[src/rtl/edm_pkg.sv]
// Shared definitions for the EDM discharge power-stage sequencer:
// state encoding and default timing constants.
package edm_pkg;

  // Default timing constants (50 MHz system clock).
  localparam int CLK_PER_US      = 50;
  localparam int DEAD_CYCLES     = 10;
  localparam int WAIT_TIMEOUT_US = 2000;

  // State encoding, also exported on state_o.
  localparam logic [2:0] ST_IDLE      = 3'd0;
  localparam logic [2:0] ST_WAIT_BD   = 3'd1;
  localparam logic [2:0] ST_DISCHARGE = 3'd2;
  localparam logic [2:0] ST_DEAD_A    = 3'd3;
  localparam logic [2:0] ST_DEION     = 3'd4;
  localparam logic [2:0] ST_DEAD_B    = 3'd5;

  typedef enum logic [2:0] {
    IDLE      = ST_IDLE,
    WAIT_BD   = ST_WAIT_BD,
    DISCHARGE = ST_DISCHARGE,
    DEAD_A    = ST_DEAD_A,
    DEION     = ST_DEION,
    DEAD_B    = ST_DEAD_B
  } state_t;

endpackage

[src/rtl/us_timer.sv]
// Shared interval timer: a microsecond prescaler feeding a 16-bit counter.
// In us mode the interval is load*CLK_PER_US cycles; in raw mode the
// counter advances every cycle and the interval is load cycles.
// done marks the last cycle of the interval, near_done the one before it.
module us_timer #(
  parameter int CLK_PER_US = edm_pkg::CLK_PER_US
) (
  input  logic        clk_in,
  input  logic        sys_rst_n,
  input  logic        clr,
  input  logic        unit_us,
  input  logic [15:0] load,
  output logic        done,
  output logic        near_done
);

  localparam int              PRE_W    = (CLK_PER_US > 1) ? $clog2(CLK_PER_US) : 1;
  localparam logic [PRE_W-1:0] PRE_LAST = PRE_W'(CLK_PER_US - 1);
  localparam logic [PRE_W-1:0] PRE_NEAR = PRE_W'(CLK_PER_US - 2);

  logic [PRE_W-1:0] pre;
  logic [15:0]      us_cnt;
  logic             last_unit;

  // Prescaler and unit counter; clr restarts the interval from zero.
  always_ff @(posedge clk_in or negedge sys_rst_n) begin
    // NOTE: sequential state is only ever written with <= so every flop
    // samples the pre-edge values regardless of statement order.
    if (!sys_rst_n) begin
      pre    <= '0;
      us_cnt <= '0;
    end else if (clr) begin
      pre    <= '0;
      us_cnt <= '0;
    end else if (!unit_us) begin
      us_cnt <= us_cnt + 16'd1;
    end else if (pre == PRE_LAST) begin
      pre    <= '0;
      us_cnt <= us_cnt + 16'd1;
    end else begin
      pre <= pre + 1'b1;
    end
  end

  assign last_unit = (us_cnt == load - 16'd1);
  assign done      = unit_us ? ((pre == PRE_LAST) && last_unit) : last_unit;
  assign near_done = unit_us ? ((pre == PRE_NEAR) && last_unit)
                             : (us_cnt == load - 16'd2);

endmodule

[src/rtl/discharge_sequencer.sv]
// Pulse-level scheduler for the EDM discharge stage. Walks each pulse
// through gap voltage, breakdown wait, timed discharge, dead time,
// deionization and a second dead time, enabling at most one power stage
// at a time. All outputs are registered and decoded from the next state.
module discharge_sequencer #(
  parameter int CLK_PER_US      = edm_pkg::CLK_PER_US,
  parameter int DEAD_CYCLES     = edm_pkg::DEAD_CYCLES,
  parameter int WAIT_TIMEOUT_US = edm_pkg::WAIT_TIMEOUT_US
) (
  input  logic        clk_in,
  input  logic        sys_rst_n,
  input  logic        start_cmd,
  input  logic        stop_cmd,
  input  logic        single_cmd,
  input  logic [15:0] ton_us,
  input  logic [15:0] toff_us,
  input  logic        is_breakdown,
  output logic        gap_en,
  output logic        discharge_en,
  output logic        deion_en,
  output logic        busy,
  output logic        pulse_done,
  output logic        open_circuit,
  output logic [15:0] pulse_count,
  output logic [2:0]  state_o
);

  import edm_pkg::*;

  localparam logic [15:0] TIMEOUT_LD = 16'(WAIT_TIMEOUT_US);
  localparam logic [15:0] DEAD_LD    = 16'(DEAD_CYCLES);

  state_t      state, state_next;
  logic        run, run_next;
  logic        single, single_next;
  logic [15:0] ton_q, toff_q;
  logic        cfg_ok;
  logic        tmr_clr, tmr_unit_us, tmr_done, tmr_near;
  logic [15:0] tmr_load;

  // The shadow registers are loaded on the same edge that enters WAIT_BD,
  // so the guard looks at the values about to be captured.
  assign cfg_ok  = (ton_us != 16'd0) && (toff_us != 16'd0);

  // Every state entry restarts the timebase; IDLE holds it cleared.
  assign tmr_clr = (state_next != state) || (state == IDLE);

  // Timer interval and unit for the current state.
  always_comb begin
    // NOTE: every signal assigned here gets a default first, so no path
    // leaves it unassigned and no latch is inferred.
    tmr_load    = 16'd0;
    tmr_unit_us = 1'b1;
    case (state)
      WAIT_BD:   tmr_load = TIMEOUT_LD;
      DISCHARGE: tmr_load = ton_q;
      DEION:     tmr_load = toff_q;
      DEAD_A, DEAD_B: begin
        tmr_load    = DEAD_LD;
        tmr_unit_us = 1'b0;
      end
      default:   tmr_load = 16'd0;
    endcase
  end

  us_timer #(
    .CLK_PER_US (CLK_PER_US)
  ) u_timer (
    .clk_in    (clk_in),
    .sys_rst_n (sys_rst_n),
    .clr       (tmr_clr),
    .unit_us   (tmr_unit_us),
    .load      (tmr_load),
    .done      (tmr_done),
    .near_done (tmr_near)
  );

  // Next-state and mode-flag decode; stop beats start beats single.
  always_comb begin
    state_next  = state;
    run_next    = run;
    single_next = single;

    // While busy: stop always lets the current sequence wind down to IDLE,
    // start upgrades a single shot to continuous run, single is ignored.
    if (state != IDLE) begin
      if (stop_cmd) begin
        run_next    = 1'b0;
        single_next = 1'b0;
      end else if (start_cmd) begin
        run_next    = 1'b1;
        single_next = 1'b0;
      end
    end

    case (state)
      IDLE: begin
        if (stop_cmd) begin
          run_next    = 1'b0;
          single_next = 1'b0;
        end else if (start_cmd && cfg_ok) begin
          run_next   = 1'b1;
          state_next = WAIT_BD;
        end else if (single_cmd && cfg_ok) begin
          single_next = 1'b1;
          state_next  = WAIT_BD;
        end
      end
      WAIT_BD: begin
        // No current flows yet, so stop may drop straight back to IDLE.
        if (stop_cmd)          state_next = IDLE;
        else if (is_breakdown) state_next = DISCHARGE;
        else if (tmr_done)     state_next = DEAD_A;
      end
      DISCHARGE: begin
        if (stop_cmd || tmr_done) state_next = DEAD_A;
      end
      DEAD_A: begin
        if (tmr_done) state_next = DEION;
      end
      DEION: begin
        if (tmr_done) state_next = DEAD_B;
      end
      DEAD_B: begin
        if (tmr_done) begin
          if (run_next) begin
            state_next = WAIT_BD;
          end else begin
            state_next  = IDLE;
            single_next = 1'b0;
          end
        end
      end
      default: state_next = IDLE;
    endcase
  end

  // State, mode flags, config shadows and registered outputs.
  always_ff @(posedge clk_in or negedge sys_rst_n) begin
    if (!sys_rst_n) begin
      state        <= IDLE;
      run          <= 1'b0;
      single       <= 1'b0;
      ton_q        <= '0;
      toff_q       <= '0;
      gap_en       <= 1'b0;
      discharge_en <= 1'b0;
      deion_en     <= 1'b0;
      busy         <= 1'b0;
      pulse_done   <= 1'b0;
      open_circuit <= 1'b0;
      pulse_count  <= '0;
    end else begin
      state        <= state_next;
      run          <= run_next;
      single       <= single_next;
      gap_en       <= (state_next == WAIT_BD);
      discharge_en <= (state_next == DISCHARGE);
      deion_en     <= (state_next == DEION);
      busy         <= (state_next != IDLE);
      // Only a timeout leaves WAIT_BD for DEAD_A.
      open_circuit <= (state == WAIT_BD) && (state_next == DEAD_A);
      // Registered one cycle early so the strobe lands on the last DEION cycle.
      pulse_done   <= (state == DEION) && tmr_near;
      if ((state == DISCHARGE) && (state_next != DISCHARGE))
        pulse_count <= pulse_count + 16'd1;
      if ((state_next == WAIT_BD) && (state != WAIT_BD)) begin
        ton_q  <= ton_us;
        toff_q <= toff_us;
      end
    end
  end

  assign state_o = state;

endmodule

[config.mk]
export PLATFORM = sky130hd
export DESIGN_NAME = discharge_sequencer
export DESIGN_NICKNAME = d
export VERILOG_FILES = /design/src/rtl/edm_pkg.sv /design/src/rtl/us_timer.sv /design/src/rtl/discharge_sequencer.sv
export SDC_FILE = /design/constraint.sdc
export NUM_CORES = 1
export LEC_CHECK = 0
export BUFFER_PORTS_ARGS = -buffer_cell sky130_fd_sc_hd__clkbuf_2
export CAP_MARGIN = 5
export CORE_MARGIN = 10
export CORE_UTILIZATION = 33
export DETAILED_ROUTE_END_ITERATION = 7
export SLEW_MARGIN = 20
export SYNTH_ARGS = -nofsm -noshare
export SYNTH_HDL_FRONTEND = slang
export SYNTH_HIERARCHICAL = 1
export SYNTH_SLANG_ARGS = --single-unit
[constraint.sdc]
create_clock -name clk_in -period 15.1 [get_ports clk_in]
set_clock_uncertainty 0.2 [all_clocks]
set_input_delay 1.51 -clock clk_in [delete_from_list [all_inputs] [get_ports clk_in]]
set_output_delay 1.51 -clock clk_in [all_outputs]
set_load 0.05 [all_outputs]
* Yosys cells after proc, flatten, opt, wreduce, memory -nomap -nowiden
Cells that the tools add are included.
** Word-level totals
- Bits of input ports :: 38
- Logic and storage cells :: 80
- Bits in registers :: 80
- Output and inout bits :: 25
** Cells by class
- Reductions and logical operators :: 18
- Eq/ne operators :: 17
- Multiplexer cells :: 27
- $add $sub $neg :: 5
** Operators by type and width (count)
- 16-bit one-hot mux with 4 select lines :: 1
- 16-bit 2-to-1 mux :: 3
- 16-bit by 1-bit adder with 16-bit output (second input constant) :: 2
- 16-bit equality test :: 2
- 16-bit nonzero test :: 2
- 3-bit 2-to-1 mux :: 10
- 6-bit 2-to-1 mux :: 3
- 3-bit one-hot mux with 6 select lines :: 1
- 16-bit by 1-bit subtractor with 16-bit output (second input constant) :: 1
- 16-bit by 2-bit subtractor with 16-bit output (second input constant) :: 1
- 3-bit by 2-bit equality test with 1-bit output (second input constant) :: 4
- 6-bit equality test (second input constant) :: 2
- 3-bit equality test (second input constant) :: 3
- 1-bit logical AND :: 9
- 1-bit 2-to-1 mux :: 9
- 3-bit nonzero test :: 3
- 6-bit by 1-bit adder with 6-bit output (second input constant) :: 1
- 3-bit by 1-bit equality test with 1-bit output (second input constant) :: 2
- 3-bit zero test :: 1
- 3-bit by 1-bit inequality test with 1-bit output (second input constant) :: 1
- 3-bit by 2-bit inequality test with 1-bit output (second input constant) :: 1
- 3-bit inequality test :: 1
- 1-bit logical OR :: 2
- 2-bit inequality test (second input constant) :: 1
- 2-bit OR reduction :: 1

* Logic depth before layout (Yosys ltp)
- Depth after elaboration :: 14
- Gate-level depth with buffers :: 26
- Gate-level depth less buffers :: 21

* Modules after synthesis
The synthesis kept the hierarchy.
** Modules (own cells, without submodules)
- discharge_sequencer :: area an instance 3243.1 um^2, instances 1, cells an instance 358, sequential area each 1451.4 um^2
- us_timer :: area an instance 1961.9 um^2, instances 1, cells an instance 230, sequential area each 550.5 um^2

* Worst setup path before layout
No wires, ideal clock.
- Kind :: reg2reg
- From :: register state[0], in the netlist state_o[0]
- To :: register u_timer.pre[5]
- Arrival time :: 4.990 ns
- Clock period less this slack :: 5.319 ns
- Setup time :: 0.129 ns
- Buffers on the path :: 5
- Stages on the path, launching flop included :: 25
- Data required time :: 14.771 ns
- Slack :: 9.781 ns
- Cell sequence :: dfrtp_1 -> buf_6 -> clkbuf_1 -> nor2b_1 -> a21oi_1 -> o21ai_0 -> nor3_2 -> nand3_1 -> nor2_1 -> o32ai_1 -> nand4_1 -> nor4_1 -> clkbuf_2 -> and2_1 -> a211o_1 -> buf_4 -> inv_2 -> nor3_2 -> inv_2 -> a31oi_1 -> clkbuf_1 -> nand2b_1 -> nor2_1 -> o21ai_0 -> o41ai_1
** On the way
- Cells in the longest elaborated chain, start to end :: 14
- Elaborated cells between the ends (all ways) :: 31
- Classes of those cells :: add/sub (1); eq/ne (8); mux (16); reduce/logical (6)
** RTL lines
- from (decl) :: RTL line discharge_sequencer.sv:33 : state_t state, state_next;
- from (signal assigned) :: RTL line discharge_sequencer.sv:154 : state <= state_next;
- 3-bit equality test or 3-bit by 2-bit equality test with 1-bit output (tied branches) :: RTL line discharge_sequencer.sv:54 : case (state)
- 2-bit OR reduction :: RTL line discharge_sequencer.sv:54
- 16-bit one-hot mux with 4 select lines * :: RTL line discharge_sequencer.sv:54
- net tmr_load[4] :: RTL line discharge_sequencer.sv:39 : logic [15:0] tmr_load;
- 16-bit by 1-bit subtractor with 16-bit output * :: RTL line us_timer.sv:45 : assign last_unit = (us_cnt == load - 16'd1);
- 16-bit equality test * :: RTL line us_timer.sv:45
- 1-bit logical AND :: RTL line us_timer.sv:46 : assign done = unit_us ? ((pre == PRE_LAST) && last_unit) : last_unit;
- 1-bit 2-to-1 mux * :: RTL line us_timer.sv:46
- net tmr_done :: RTL line discharge_sequencer.sv:38 : logic tmr_clr, tmr_unit_us, tmr_done, tmr_near;
- [1 not listed]
- 3-bit 2-to-1 mux :: RTL line discharge_sequencer.sv:112 : else if (is_breakdown) state_next = DISCHARGE;
- 3-bit 2-to-1 mux :: RTL line discharge_sequencer.sv:111 : if (stop_cmd) state_next = IDLE;
- 3-bit one-hot mux with 6 select lines * :: RTL line discharge_sequencer.sv:96 : case (state)
- net state_next[0] :: RTL line discharge_sequencer.sv:33
- 3-bit inequality test * :: RTL line discharge_sequencer.sv:46 : assign tmr_clr = (state_next != state) || (state == IDLE);
- 1-bit logical OR * :: RTL line discharge_sequencer.sv:46
- net tmr_clr :: RTL line discharge_sequencer.sv:38
- 2-bit inequality test (no source line) or 6-bit 2-to-1 mux (tied branches)
- to (signal assigned) :: RTL line us_timer.sv:41 : pre <= pre + 1'b1;
- to (decl) :: RTL line us_timer.sv:21 : logic [PRE_W-1:0] pre;
Mark *: on every way through the listed nets, which the timed path passes. The rest lies on a longest branch.
A chain may end at the register's enable or synchronous reset.

* Final worst setup path
- From :: register state[2], in the netlist state_o[2]
- To :: register u_timer.pre[5]
The elaborated chain is that of the path after synthesis.

==> impl_metrics.json <==
{
  "outcome": "completed",
  "finalPower_uw": 437,
  "layout_setup_ws_ns": 8.99,
  "hold_slack_ns": 0.273,
  "ant_nets": 0,
  "crit_arrival_ns": 6.13,
  "setup_viol": 0,
  "gr-usage-met1_pct": 16.9,
  "diodes": 0,
  "track_usage_pct": 13.4,
  "ys_top_cells_by_count": "87 x nand3_1, 80 x dfrtp_1, 62 x nand2_1, 47 x nor2_1, 35 x xnor2_1",
  "fp-row-count": 45,
  "synth-seq-area-share_pct": 38.5,
  "path_cells": "nor2b_1 -> a22oi_1 -> nor2_1 -> inv_1 -> ha_1 -> xnor2_1 -> a21oi_1 -> o21ai_0 -> a211oi_2 -> nand4_1 -> nor4_2 -> and2_1 -> a211o_1 -> inv_2 -> nor3_2 -> inv_2 -> a31oi_1 -> buf_4 -> nand2b_1 -> nor2_1 -> o21ai_0 -> o41ai_1",
  "synth.largest_area_cell": "dfrtp_1",
  "grt_antenna_before_repair": 0,
  "yosys_warnings": 6,
  "critPathMaxStageDelay_ns": 0.77,
  "met3_usage_pct": 3.29,
  "cellPowerDensity_nw_per_um2": 73.1,
  "worstSetupPathType": "reg2reg",
  "worst_path_max_delay_cell": "dfrtp_1",
  "gp_congestion": 0.900,
  "cts_root_buffer": "clkbuf_16",
  "drive_above_1_share_pct": 21.5,
  "cts_buffer_depth": 2,
  "max-cap-violations": 0,
  "hp-class": "reg2reg",
  "cp_max_fo": 23,
  "first_pass_iters": 5,
  "crit_family": "simple AND/OR/NAND/NOR gates",
  "grt_max_degree": 81,
  "wl_per_cell_um": 16.5,
  "yosysMostFrequentCell": "nand3_1",
  "syn_inst": 588,
  "drv_slew": 0,
  "cts_hold_buffers": 0,
  "drc": 0,
  "portBuffers": 62,
  "ioPinCount": 63,
  "slew_headroom_pct": 39.9,
  "drt-initial-drc-count": 309,
  "use_met2_pct": 21.6,
  "path_clk_slew_ns": 0.06,
  "dp_hpwl_um": 10600,
  "timing.final.crit_period_ns": 6.11,
  "synth_edf_count": 0,
  "start_util_pct": 34.0,
  "busiest_layer": "met2",
  "synth-seq-cells": 80,
  "num_vias": 4460,
  "end_kind": "register",
  "vias_per_cell": 5.23,
  "drt_wl_total_um": 14100,
  "synth_area_um2": 5200,
  "fin_tns_setup_ns": 0,
  "die_y_um": 146,
  "fmax_mhz": 164,
  "die_x_um": 146,
  "synth_cell_types": 59,
  "rsz0062_at_grt": "false",
  "ctsResizeCount": 0,
  "cts_made_buffers": 9,
  "clock_latency_ns": 0.35,
  "synth_top_cell_area_share_pct": 38.5,
  "dieArea_um2": 21200,
  "ir_drop_mv": 0.0508,
  "finalCritPeriodShare_pct": 40.4,
  "pre_cts_ws_ns": 8.72,
  "synth-async-reset-ratio_pct": 100,
  "p_leak_nw": 2.97,
  "first_global_vias": 4501,
  "hold_violations": 0,
  "synth.avg_cell_area_um2": 8.85,
  "ys.flop_type": "dfrtp_1",
  "tightest_slew_ns": 0.892,
  "htree_levels": 3,
  "grt_pass1_wl_um": 23500,
  "worst-path-buf-inv": 4,
  "post_cts_buffers": 0,
  "tritoncts": "built",
  "start_kind": "register",
  "critPathRequiredTime_ns": 15.12,
  "grt_overflow": 0,
  "cts.sinks": 80,
  "nNetsFinal": 682,
  "synth.area.top_cells": "dfrtp_1 38%, nand3_1 8.4%, xnor2_1 5.9%",
  "syn_to_final_growth_pct": 14.8,
  "synth_nets": 633,
  "core_um2": 15300
}
-- worst paths after layout --
check                                            startpoint                             to  slack (ns)  depth (start not counted)
worst max register to register         state_o[2]$_DFF_PN0_     u_timer/pre[5]$_DFFE_PN0P_        8.99                         22
worst min register to register  pulse_count[15]$_DFFE_PN0P_    pulse_count[15]$_DFFE_PN0P_        0.27                          1
worst min-delay path            pulse_count[15]$_DFFE_PN0P_    pulse_count[15]$_DFFE_PN0P_        0.27                          1
max in group asynchronous                         sys_rst_n  u_timer/us_cnt[1]$_DFFE_PN0P_       13.21                          1
min in group asynchronous                         sys_rst_n     pulse_count[1]$_DFFE_PN0P_        1.00                          1
worst max-delay path                   state_o[2]$_DFF_PN0_     u_timer/pre[5]$_DFFE_PN0P_        8.99                         22
-- flip-flops by register name, indices dropped and copies added (netlist names) --
| name | count |
|---|---|
| pulse_count | 16 |
| toff_q | 16 |
| ton_q | 16 |
| u_timer/us_cnt | 16 |
| u_timer/pre | 6 |
| state_o | 3 |
| busy | 1 |
| deion_en | 1 |
| discharge_en | 1 |
| gap_en | 1 |
| open_circuit | 1 |
| pulse_done | 1 |
| run | 1 |
-- routing by layer --
metal,share of wire (%),wire (µm),vias to the layer above
met2,48,6690,100
met1,46,6470,2163
met5,0,0,-
met4,2.0,284,0
met3,4.4,617,16
li1,-,-,2181
-- logic make-up after synthesis --
| kind of cell | after synthesis | synth area share (%) |
|---|---|---|
| simple gates | 316 | 34.7 |
| flops | 80 | 38.5 |
| compound gates | 77 | 9.52 |
| xor+xnor | 62 | 10.6 |
| buf+inv | 43 | 4.42 |
| fa+ha+maj | 7 | 1.68 |
| mux | 3 | 0.625 |
-- through the flow --
stage | utilization (%) | area, µm² | instances
6_report | 39.0 | 5980 | 853
5_1_grt | 39.0 | 5980 | 853
3_3_place_gp | 37.0 | 5660 | 836
2_1_floorplan | - | 5200 | 588
4_1_cts | 39.0 | 5970 | 853
3_5_place_dp | 37.1 | 5680 | 837
-- area by class of cell --
| cell class | instances | area [µm²] |
|---|---|---|
| Sequential cell | 80 | 2000 |
| Clock inverter | 6 | 50.0 |
| Clock buffer | 10 | 239 |
| Multi-Input combinational cell | 465 | 2990 |
| Fill cell | 1573 | 9340 |
| Inverter | 10 | 37.5 |
| Tap cell | 211 | 264 |
| Timing Repair Buffer | 71 | 392 |
-- power breakdown --
part	internal, mW	switching [mW]	total, mW
registers	0.214	0.0000905	0.215
logic	0.00421	0.00778	0.0120
clock network	0.117	0.0929	0.210
total	0.336	0.101	0.437
-- layout by cell type (no fill, tap or decap), types with 3 or more instances in the layout --
cell	synthesis	routed
a21oi_1	14	14
a22oi_1	9	9
a31oi_1	5	5
and2_1	6	6
and3_1	11	11
and4_1	3	3
buf_4	6	8
clkbuf_16	0	9
clkbuf_2	1	61
dfrtp_1	80	80
ha_1	7	7
inv_1	8	8
nand2_1	62	62
nand2b_1	6	6
nand3_1	87	87
nand3_2	30	30
nand3b_1	4	4
nand4_1	11	11
nor2_1	47	47
nor2b_1	12	12
nor3_1	6	6
nor3b_1	3	3
nor4_1	13	12
o21ai_0	30	29
or3_1	3	3
xnor2_1	35	35
xor2_1	26	26
Power figures use the tool's default switching activity.
